--- config.mk ---
export PLATFORM = sky130hd
export DESIGN_NAME = mux_arb_nx
export DESIGN_NICKNAME = d
export VERILOG_FILES = /design/src/rtl/mux_arb_nx.sv
export SDC_FILE = /design/constraint.sdc
export NUM_CORES = 1
export LEC_CHECK = 0
export CAP_MARGIN = 10
export CORE_UTILIZATION = 33
export CTS_BUF_LIST = sky130_fd_sc_hd__clkbuf_2 sky130_fd_sc_hd__clkbuf_4 sky130_fd_sc_hd__clkbuf_8
export DETAILED_ROUTE_END_ITERATION = 16
export GPL_TIMING_DRIVEN = 0
export PLACE_DENSITY = 0.8
export REMOVE_ABC_BUFFERS = 1
export SLEW_MARGIN = 15
export SYNTH_ARGS = -nofsm -noshare
export SYNTH_HDL_FRONTEND = slang
export SYNTH_SLANG_ARGS = --single-unit
--- constraint.sdc ---
create_clock -name clk -period 2 [get_ports clk]
set_input_delay 0.2 -clock clk [delete_from_list [all_inputs] [get_ports clk]]
set_output_delay 0.2 -clock clk [all_outputs]
set_load 0.02 [all_outputs]
--- src/rtl/mux_arb_nx.sv ---
// N-channel registered multiplexer with valid/ready on every port.
// The grant is steered by sel (MODE=0) or by a round-robin pointer (MODE=1).
module mux_arb_nx #(
    parameter int WIDTH = 32,
    parameter int NCH   = 4,
    parameter int SELW  = 2,
    parameter int MODE  = 0
) (
    input  logic                 clk,
    input  logic                 rst_n,
    input  logic [NCH-1:0]       in_vld,
    input  logic [NCH*WIDTH-1:0] in_dat,
    output logic [NCH-1:0]       in_rdy,
    input  logic [SELW-1:0]      sel,
    output logic                 out_vld,
    output logic [WIDTH-1:0]     out_dat,
    input  logic                 out_rdy,
    output logic [SELW-1:0]      gnt_idx
);

    logic [NCH-1:0]   gnt;
    logic [SELW-1:0]  gidx_c;
    logic [WIDTH-1:0] dat_c;
    logic             found;
    int               c;
    logic             load;
    logic             xfer;

    logic             out_vld_q, out_vld_d;
    logic [WIDTH-1:0] out_dat_q, out_dat_d;
    logic [SELW-1:0]  gnt_idx_q, gnt_idx_d;
    logic [SELW-1:0]  ptr_q, ptr_d;

    always_comb begin
        gnt    = '0;
        gidx_c = '0;
        dat_c  = '0;
        found  = 1'b0;
        c      = 0;
        if (MODE == 0) begin
            // sel values at or above NCH match no channel, so nothing is granted
            for (int i = 0; i < NCH; i++) begin
                if (sel == SELW'(i) && in_vld[i]) begin
                    gnt[i] = 1'b1;
                    gidx_c = SELW'(i);
                    dat_c  = in_dat[i*WIDTH +: WIDTH];
                end
            end
        end else begin
            for (int k = 0; k < NCH; k++) begin
                c = int'(ptr_q) + k;
                if (c >= NCH) c = c - NCH;
                if (!found && in_vld[c]) begin
                    found  = 1'b1;
                    gnt[c] = 1'b1;
                    gidx_c = SELW'(c);
                    dat_c  = in_dat[c*WIDTH +: WIDTH];
                end
            end
        end
    end

    assign load   = ~out_vld_q | out_rdy;
    assign in_rdy = gnt & {NCH{load & rst_n}};
    assign xfer   = |in_rdy;

    always_comb begin
        out_vld_d = out_vld_q;
        out_dat_d = out_dat_q;
        gnt_idx_d = gnt_idx_q;
        ptr_d     = ptr_q;
        if (xfer) begin
            out_vld_d = 1'b1;
            out_dat_d = dat_c;
            gnt_idx_d = gidx_c;
            if (MODE == 1) begin
                ptr_d = (gidx_c == SELW'(NCH-1)) ? '0 : gidx_c + SELW'(1);
            end
        end else if (out_vld_q && out_rdy) begin
            out_vld_d = 1'b0;
        end
    end

    always_ff @(posedge clk) begin
        if (!rst_n) begin
            out_vld_q <= 1'b0;
            out_dat_q <= '0;
            gnt_idx_q <= '0;
            ptr_q     <= '0;
        end else begin
            out_vld_q <= out_vld_d;
            out_dat_q <= out_dat_d;
            gnt_idx_q <= gnt_idx_d;
            ptr_q     <= ptr_d;
        end
    end

    assign out_vld = out_vld_q;
    assign out_dat = out_dat_q;
    assign gnt_idx = gnt_idx_q;

endmodule

---- Word level (Yosys, flattened, before mapping) ----
Index checks and enable logic that the tools add are counted.
word-level totals
  output and inout port bits .............. 39
  flip-flop bits (word level) ............. 35
  input port bits ......................... 137
  logic and storage cells ................. 31
operators by class
  equality and inequality tests ........... 3
  multiplexer cells ....................... 13
  reductions and logical operators ........ 8
  bitwise gates (word level) .............. 4
operators by type and width
  kind                                            number
  2-to-1 mux 32 bit                               4
  2-to-1 mux 1 bit                                7
  logical AND 1 bit                               5
  AND 4 bit                                       1
  == test 2 bit (second input constant)           2
  2-to-1 mux 2 bit                                2
  OR reduction 4 bit                              1
  == test 2 x 1 -> 1 bit (second input constant)  1
  logical NOT 2 bit                               1
  nonzero test 2 bit                              1
  AND 1 bit                                       1
  inverter 1 bit                                  1
  OR 1 bit                                        1

---- Logic depth before layout (Yosys ltp) ----
Gate-level depths: netlist of the first run.
  depth after elaboration ................. 6
  gate-level depth with buffers ........... 7
  mapped depth without buffers ............ 4

---- Worst setup path after synthesis of the first run ----
No wires, ideal clock.
  path kind ............................... input to register
  start ................................... input sel[1]
  end ..................................... register out_dat_q[1] (netlist: out_dat[1])
  data required time ...................... 1858 ps
  path slack .............................. 534 ps
  setup time .............................. 142 ps
  stages on the path ...................... 6
  arrival ................................. 1325 ps
  cells stage by stage .................... buf_6 -> mux4_2 -> and3_1 -> buf_2 -> o221ai_1 -> a211oi_2
between the ends
  cells in the longest elaborated chain, start to end .. 6
  elaborated cells on any way between the ends .. 18
  those cells by class .................... eq/ne (3); mux (8); bitwise (1); reduce/logical (6)
ends and longest elaborated chain
  element                          RTL line  RTL
  start, declared                  14        input logic [SELW-1:0] sel,
  logical NOT 2 bit                43        if (sel == SELW'(i) && in_vld[i]) begin
  logical AND 1 bit                43
  2-to-1 mux 32 bit (4 in series)  43
  end signal, assigned             92        out_dat_q <= out_dat_d;
  end, declared                    30        logic [WIDTH-1:0] out_dat_q, out_dat_d;
Parallel ways exist; a longest one is shown, timed or not.
A chain may end at the register's enable or synchronous reset.

---- Worst setup path after layout of the first run ----
  start ................................... input in_vld[1]
  end ..................................... output in_rdy[1]
between the ends
  cells in the longest elaborated chain, start to end .. 3
ends and longest elaborated chain
  element            RTL line  RTL
  start, declared    11        input logic [NCH-1:0] in_vld,
  logical AND 1 bit  43
  2-to-1 mux 1 bit   43
  AND 4 bit          64        assign in_rdy = gnt & {NCH{load & rst_n}};
  end, declared      13        output logic [NCH-1:0] in_rdy,
Every way passes these cells.

==> impl_metrics.env, run 1 <==
export IMPL_status="finished, final reports clean"
export IMPL_grt_use_total_pct=26.7
export IMPL_vias_per_cell=6.07
export IMPL_std_cell_rows=28
export IMPL_die_w_um=81.7
export IMPL_worst_pin_slew_ps=791
export IMPL_cp_max_fo=3
export IMPL_fin_nets=518
export IMPL_crit_family="buffers and inverters"
export IMPL_crit_path_frequent_cell="clkdlybuf4s50_1"
export IMPL_drc=0
export IMPL_yosys_area_share_adder_pct=0
export IMPL_place_gp_congestion=0.739
export IMPL_final_max_slew_violation_count=0
export IMPL_drt_wl_total_mm=9.13
export IMPL_design_area_um2=4010
export IMPL_ys_types=28
export IMPL_tns_ps=0
export IMPL_ys_seq_area_share_pct=33.5
export IMPL_drive_above_1_share_pct=12.4
export IMPL_portBuffers=175
export IMPL_cts_sinks=35
export IMPL_whs_ps=472
export IMPL_core_um2=6030
export IMPL_path_buf_inv=2
export IMPL_cts_tree="built"
export IMPL_vias=2762
export IMPL_first_global_vias=2692
export IMPL_clock_skew_ps=2.09
export IMPL_p_leak_nw=1.43
export IMPL_cpMaxStageDelayCell="clkdlybuf4s50_1"
export IMPL_hp_class="reg2reg"
export IMPL_yosys_warnings=0
export IMPL_critical_path_class="in2out"
export IMPL_synth_xor_area_share_pct=0
export IMPL_synth_compound_area_share_pct=44.0
export IMPL_dr_pass1_iters=4
export IMPL_cts_hold_buf=0
export IMPL_setup_viol=0
export IMPL_timing_final_crit_share_pct=96.2
export IMPL_whs_path_depth=2
export IMPL_first_iter_violations=83
export IMPL_io_pins=176
export IMPL_critPathRequiredTime_ps=1800
export IMPL_max_cap_violations=0
export IMPL_final_util_pct=66.6
export IMPL_r2r_slack_ps=530
export IMPL_diodes=0
export IMPL_syn_avg_cell_area_um2=9.52
export IMPL_slew_headroom_pct=47.2
export IMPL_design_die_area_um2=6670
export IMPL_p_per_area_nw_per_um2=490
export IMPL_detail_route_antenna_nets=0
export IMPL_grt_pass1_wl_mm=13.4
export IMPL_peakVddDrop_uv=297
export IMPL_synth_simple_area_share_pct=12.6
export IMPL_endpoint_kind="output pin"
export IMPL_r2r_start="out_vld"
export IMPL_cts_root_buf="clkbuf_8"
export IMPL_place_area_um2=3830
export IMPL_worstPathArrival_ps=1720
export IMPL_path_clk_slew_ps=70
export IMPL_start_util_pct=34.8
export IMPL_period_needed_ps=1920
export IMPL_critPathLaunchType="primary input"
export IMPL_cts_buffers=5
export IMPL_reg2reg_depth=3
export IMPL_hpwl_mm=5.85
export IMPL_fmax_mhz=520
export IMPL_ctsHtreeMaxLevel=2
export IMPL_min_delay_start="out_dat[25]"
export IMPL_clockBufferDepth=2
export IMPL_synthesis_area_um2=2090
export IMPL_grt_max_degree=36
export IMPL_syn_instance_count=220
export IMPL_synth_mux_area_share_pct=1.55
export IMPL_path_cells="clkdlybuf4s50_1 > and3b_4 > and3_1 > clkdlybuf4s50_1"
export IMPL_die_y_um=81.7
export IMPL_rsz0062_at_grt="yes"
export IMPL_cp_slowest_stage_delay_ps=620
export IMPL_synth_seq_cells=35
export IMPL_overflow=0
export IMPL_min_to="out_dat[25]"
export IMPL_antenna_found_initial=0
export IMPL_syn2layout_area_growth_pct=91.6
export IMPL_wl_per_cell_um=20.1
export IMPL_synth_top_family_by_area="compound AO/OA/AOI/OAI gates"
export IMPL_finalHoldViolations=0
export IMPL_clkLatencyLatePin_ps=280
export IMPL_r2r_end="out_dat[11]"
final cells by class:
cell class	instances	area (um^2)
Multi-Input combinational cell	155	1290
Sequential cell	35	701
Clock buffer	6	76.3
Fill cell	517	2010
Tap cell	75	93.8
Inverter	1	3.75
Timing Repair Buffer	183	1840
worst max path at each step:
stage                     cells past startpoint  slack, ps         end  startpoint
after floorplan                               4        290  out_dat[1]      sel[1]
after global placement                        3      -1360  out_dat[2]       rst_n
after detailed placement                      5       -760   in_rdy[2]      sel[0]
after CTS                                     5        -10   in_rdy[2]      sel[0]
after global routing                          5        -10   in_rdy[3]     out_rdy
final                                         4         80   in_rdy[1]   in_vld[1]
per-layer routing:
layer  wire length [um]  up-vias  track usage, %  part of all wire [%]
met5                  0        -               0                     0
met4                161        0            9.82                   1.8
met3                772       15            6.00                   8.5
met2               4620      143            47.9                    51
met1               3580     1342            30.6                    39
li1                   -     1262               -                     -
cells by family after synthesis:
| kind of cell | after synthesis |
|---|---|
| AOI/OAI and AO/OA | 101 |
| and+or+nand+nor | 48 |
| muxes | 2 |
| DFF | 35 |
| buffers and inverters | 34 |
layout by cell type (no fill, tap or decap):
cell,instances
a211oi_2,7
o211ai_2,1
nand3_2,2
buf_8,2
a221oi_1,32
clkbuf_4,2
a21oi_1,2
clkbuf_8,5
nand3b_1,1
clkdlybuf4s15_2,1
nor2_1,3
o22ai_1,25
o41ai_1,14
buf_4,5
buf_16,1
dfxtp_1,35
nand3_1,26
and3b_1,1
o221ai_1,7
nand3_4,3
dlymetal6s2s_1,2
mux4_2,1
a31oi_1,1
nand2_1,9
dlygate4sd2_1,1
clkbuf_2,1
mux2i_1,1
nor3b_4,1
nand2b_4,1
clkdlybuf4s50_1,169
and3_1,3
o41ai_2,11
inv_2,1
o21ai_0,1
and3b_4,1
nor2b_4,1
registers in the layout (all words and copies together), names as in the netlist:
register	count
gnt_idx	2
out_dat	32
out_vld	1
metrics by stage:
stage	worst slack (ps)	instances	total power, W
floorplan	294	187	0.00102
global placement	-1360	437	0.00144
detailed placement	-756	440	0.00146
CTS	-12.1	453	0.00197
global route	-11.5	455	0.00205
finish	75.4	455	0.00197
worst reg2reg max path, stage by stage (launching register included):
cell      delay, ps
dfxtp_1         340
nand2b_4        160
nand3_2         430
o41ai_2         450
cells in the mapped netlist, drive strengths merged:
cell type | count | area share (%)
a211oi | 7 | 4.2
a21oi | 2 | 0.48
a221oi | 32 | 13
a31oi | 1 | 0.30
and3 | 3 | 0.90
and3b | 1 | 0.42
buf | 17 | 5.4
clkbuf | 16 | 2.9
dfxtp | 35 | 33
inv | 1 | 0.18
mux2i | 1 | 0.48
mux4 | 1 | 1.1
nand2 | 9 | 1.6
nand2b | 1 | 0.30
nand3 | 28 | 7.3
nand3b | 1 | 0.36
nor2 | 3 | 0.54
nor2b | 1 | 0.30
nor3b | 1 | 0.90
o211ai | 1 | 0.60
o21ai | 1 | 0.24
o221ai | 7 | 2.9
o22ai | 25 | 7.5
o41ai | 25 | 14
where the power goes:
group          internal, W  total, W  switching [W]
registers         0.000739  0.000760      0.0000211
clock network     0.000246  0.000486       0.000240
logic             0.000406  0.000721       0.000315
total              0.00139   0.00197       0.000576
timing repair:
action / CTS / global route
gates resized for setup: 9 / 7
setup endpoints to repair: 38 / 20
gates cloned: 3 / 1
setup buffers: 4 / 1
pin swaps: 2 / 1
(Power assumes the default switching activity.)
==> run 2, diff against run 1 <==
GPL_TIMING_DRIVEN = not set   (was 0)
==> run 2 against run 1 <==
Net effect: clock power is 20% higher; worst hold slack better by 1.7 ps; sequential share of layout area is 0.22 points lower; critical path depth is 1 higher; routed wire length is 6.8% lower; die area stayed put; critical path type unchanged.
==> impl_metrics.env, run 2 (synthesis results as in run 1) <==
export IMPL_largest_reg_flops=32
export IMPL_detail_route_antenna_nets=0
export IMPL_setup_viol=0
export IMPL_drc=0
export IMPL_worstPathArrival_ps=1730
export IMPL_fmax_mhz=519
export IMPL_ctsHtreeMaxLevel=2
export IMPL_status="finished, final reports clean"
export IMPL_crit_path_frequent_cell="clkdlybuf4s50_1"
export IMPL_finalHoldViolations=0
export IMPL_syn2layout_area_growth_pct=94.1
export IMPL_std_cell_rows=28
export IMPL_cts_sinks=35
export IMPL_p_per_area_nw_per_um2=507
export IMPL_diodes=0
export IMPL_io_pins=176
export IMPL_design_area_um2=4070
export IMPL_place_area_um2=3950
export IMPL_grt_max_degree=33
export IMPL_timing_final_crit_share_pct=96.4
export IMPL_die_y_um=81.7
export IMPL_r2r_end="out_dat[1]"
export IMPL_start_util_pct=34.8
export IMPL_critPathRequiredTime_ps=1800
export IMPL_clockBufferDepth=2
export IMPL_place_gp_congestion=0.778
export IMPL_tns_ps=0
export IMPL_worst_pin_slew_ps=651
export IMPL_design_die_area_um2=6670
export IMPL_layout_common_cells="clkdlybuf4s50_1, dfxtp_1, a221oi_1, nand3_1, o22ai_1"
export IMPL_slew_headroom_pct=56.5
export IMPL_p_leak_nw=1.49
export IMPL_wl_per_cell_um=18.3
export IMPL_die_w_um=81.7
export IMPL_grt_pass1_wl_mm=12.7
export IMPL_critical_path_class="in2out"
export IMPL_cts_tree="built"
export IMPL_clkLatencyLatePin_ps=280
export IMPL_fin_nets=527
export IMPL_final_max_slew_violation_count=0
export IMPL_hpwl_mm=6.31
export IMPL_core_um2=6030
export IMPL_max_cap_violations=0
export IMPL_cp_slowest_stage_delay_ps=620
export IMPL_drt_wl_total_mm=8.51
export IMPL_cp_max_fo=4
export IMPL_cpMaxStageDelayCell="clkdlybuf4s50_1"
export IMPL_dr_pass1_iters=4
export IMPL_first_iter_violations=110
export IMPL_r2r_start="out_vld"
export IMPL_clock_skew_ps=3.89
export IMPL_cts_buffers=5
export IMPL_dp_slack_ps=-305
export IMPL_cts_root_buf="clkbuf_8"
export IMPL_min_to="out_dat[3]"
export IMPL_whs_path_depth=2
export IMPL_first_global_vias=2670
export IMPL_final_common_cell="clkdlybuf4s50_1"
export IMPL_min_delay_start="out_dat[3]"
export IMPL_path_cells="clkdlybuf4s50_1 > buf_4 > nand3_1 > nor2_1 > clkdlybuf4s50_1"
export IMPL_whs_ps=474
export IMPL_antenna_found_initial=0
export IMPL_portBuffers=175
export IMPL_vias=2697
export IMPL_peakVddDrop_uv=268
export IMPL_r2r_slack_ps=500
export IMPL_hp_class="reg2reg"
export IMPL_overflow=0
export IMPL_reg2reg_depth=5
export IMPL_critPathLaunchType="primary input"
export IMPL_endpoint_kind="output pin"
export IMPL_vias_per_cell=5.79
export IMPL_path_clk_slew_ps=70
export IMPL_drive_above_1_share_pct=13.3
export IMPL_fill_cells=520
export IMPL_period_needed_ps=1930
export IMPL_grt_use_total_pct=25.0
export IMPL_final_setup_worst_slack_ps=72.6
export IMPL_rsz0062_at_grt="no"
==> run 2: stage by stage <==
stage / util (%) / total power (W) / cells
6_report: 67.5 / 0.00206 / 466
5_1_grt: 67.5 / 0.00215 / 466
4_1_cts: 67.4 / 0.00208 / 466
3_5_place_dp: 65.6 / 0.00150 / 458
3_3_place_gp: 65.6 / 0.00148 / 458
2_1_floorplan: - / 0.00102 / 187
==> run 2: critical path, delay by kind of cell <==
family        cells  cell delay [ps]
buf+inv           3             1310
simple gates      2              210
==> run 2: cell type report <==
class | instances | area [um^2] | area share [%]
clock buffer | 8 | 104 | 2.55
multi-input combinational | 151 | 1220 | 30.1
sequential | 35 | 701 | 17.2
tap | 75 | 93.8 | 2.31
timing repair buffer | 196 | 1940 | 47.7
inverter | 1 | 3.75 | 0.0923
==> run 2: power breakdown <==
group	switching, W	total [W]	internal, W
clock network	0.000254	0.000582	0.000328
logic	0.000298	0.000720	0.000422
registers	0.0000206	0.000759	0.000738
==> run 2: what timing repair did <==
| item | CTS | global route |
|---|---|---|
| buffers inserted | 0 | 0 |
| gates resized for setup | 2 | 2 |
| hold buffers | 0 | 0 |
| endpoints found under the setup margin | 2 | 2 |
==> run 2: metal layers <==
metal  vias to the layer above  share of wire (%)  global-route usage (%)
li1                       1276                  -                       -
met5                         -                  0                       0
met2                       132                 50                    44.7
met1                      1265                 39                    28.4
met3                        24                8.2                    5.00
met4                         0                2.7                    11.9
==> run 2: worst max-delay path by stage <==
stage                 from  slack, ps          to
floorplan           sel[1]        290  out_dat[1]
global placement    sel[0]       -190  out_dat[4]
detailed placement  sel[0]       -310  out_dat[0]
CTS                 sel[0]         30   in_rdy[2]
global route        sel[0]          2   in_rdy[3]
finish              sel[0]         70   in_rdy[3]
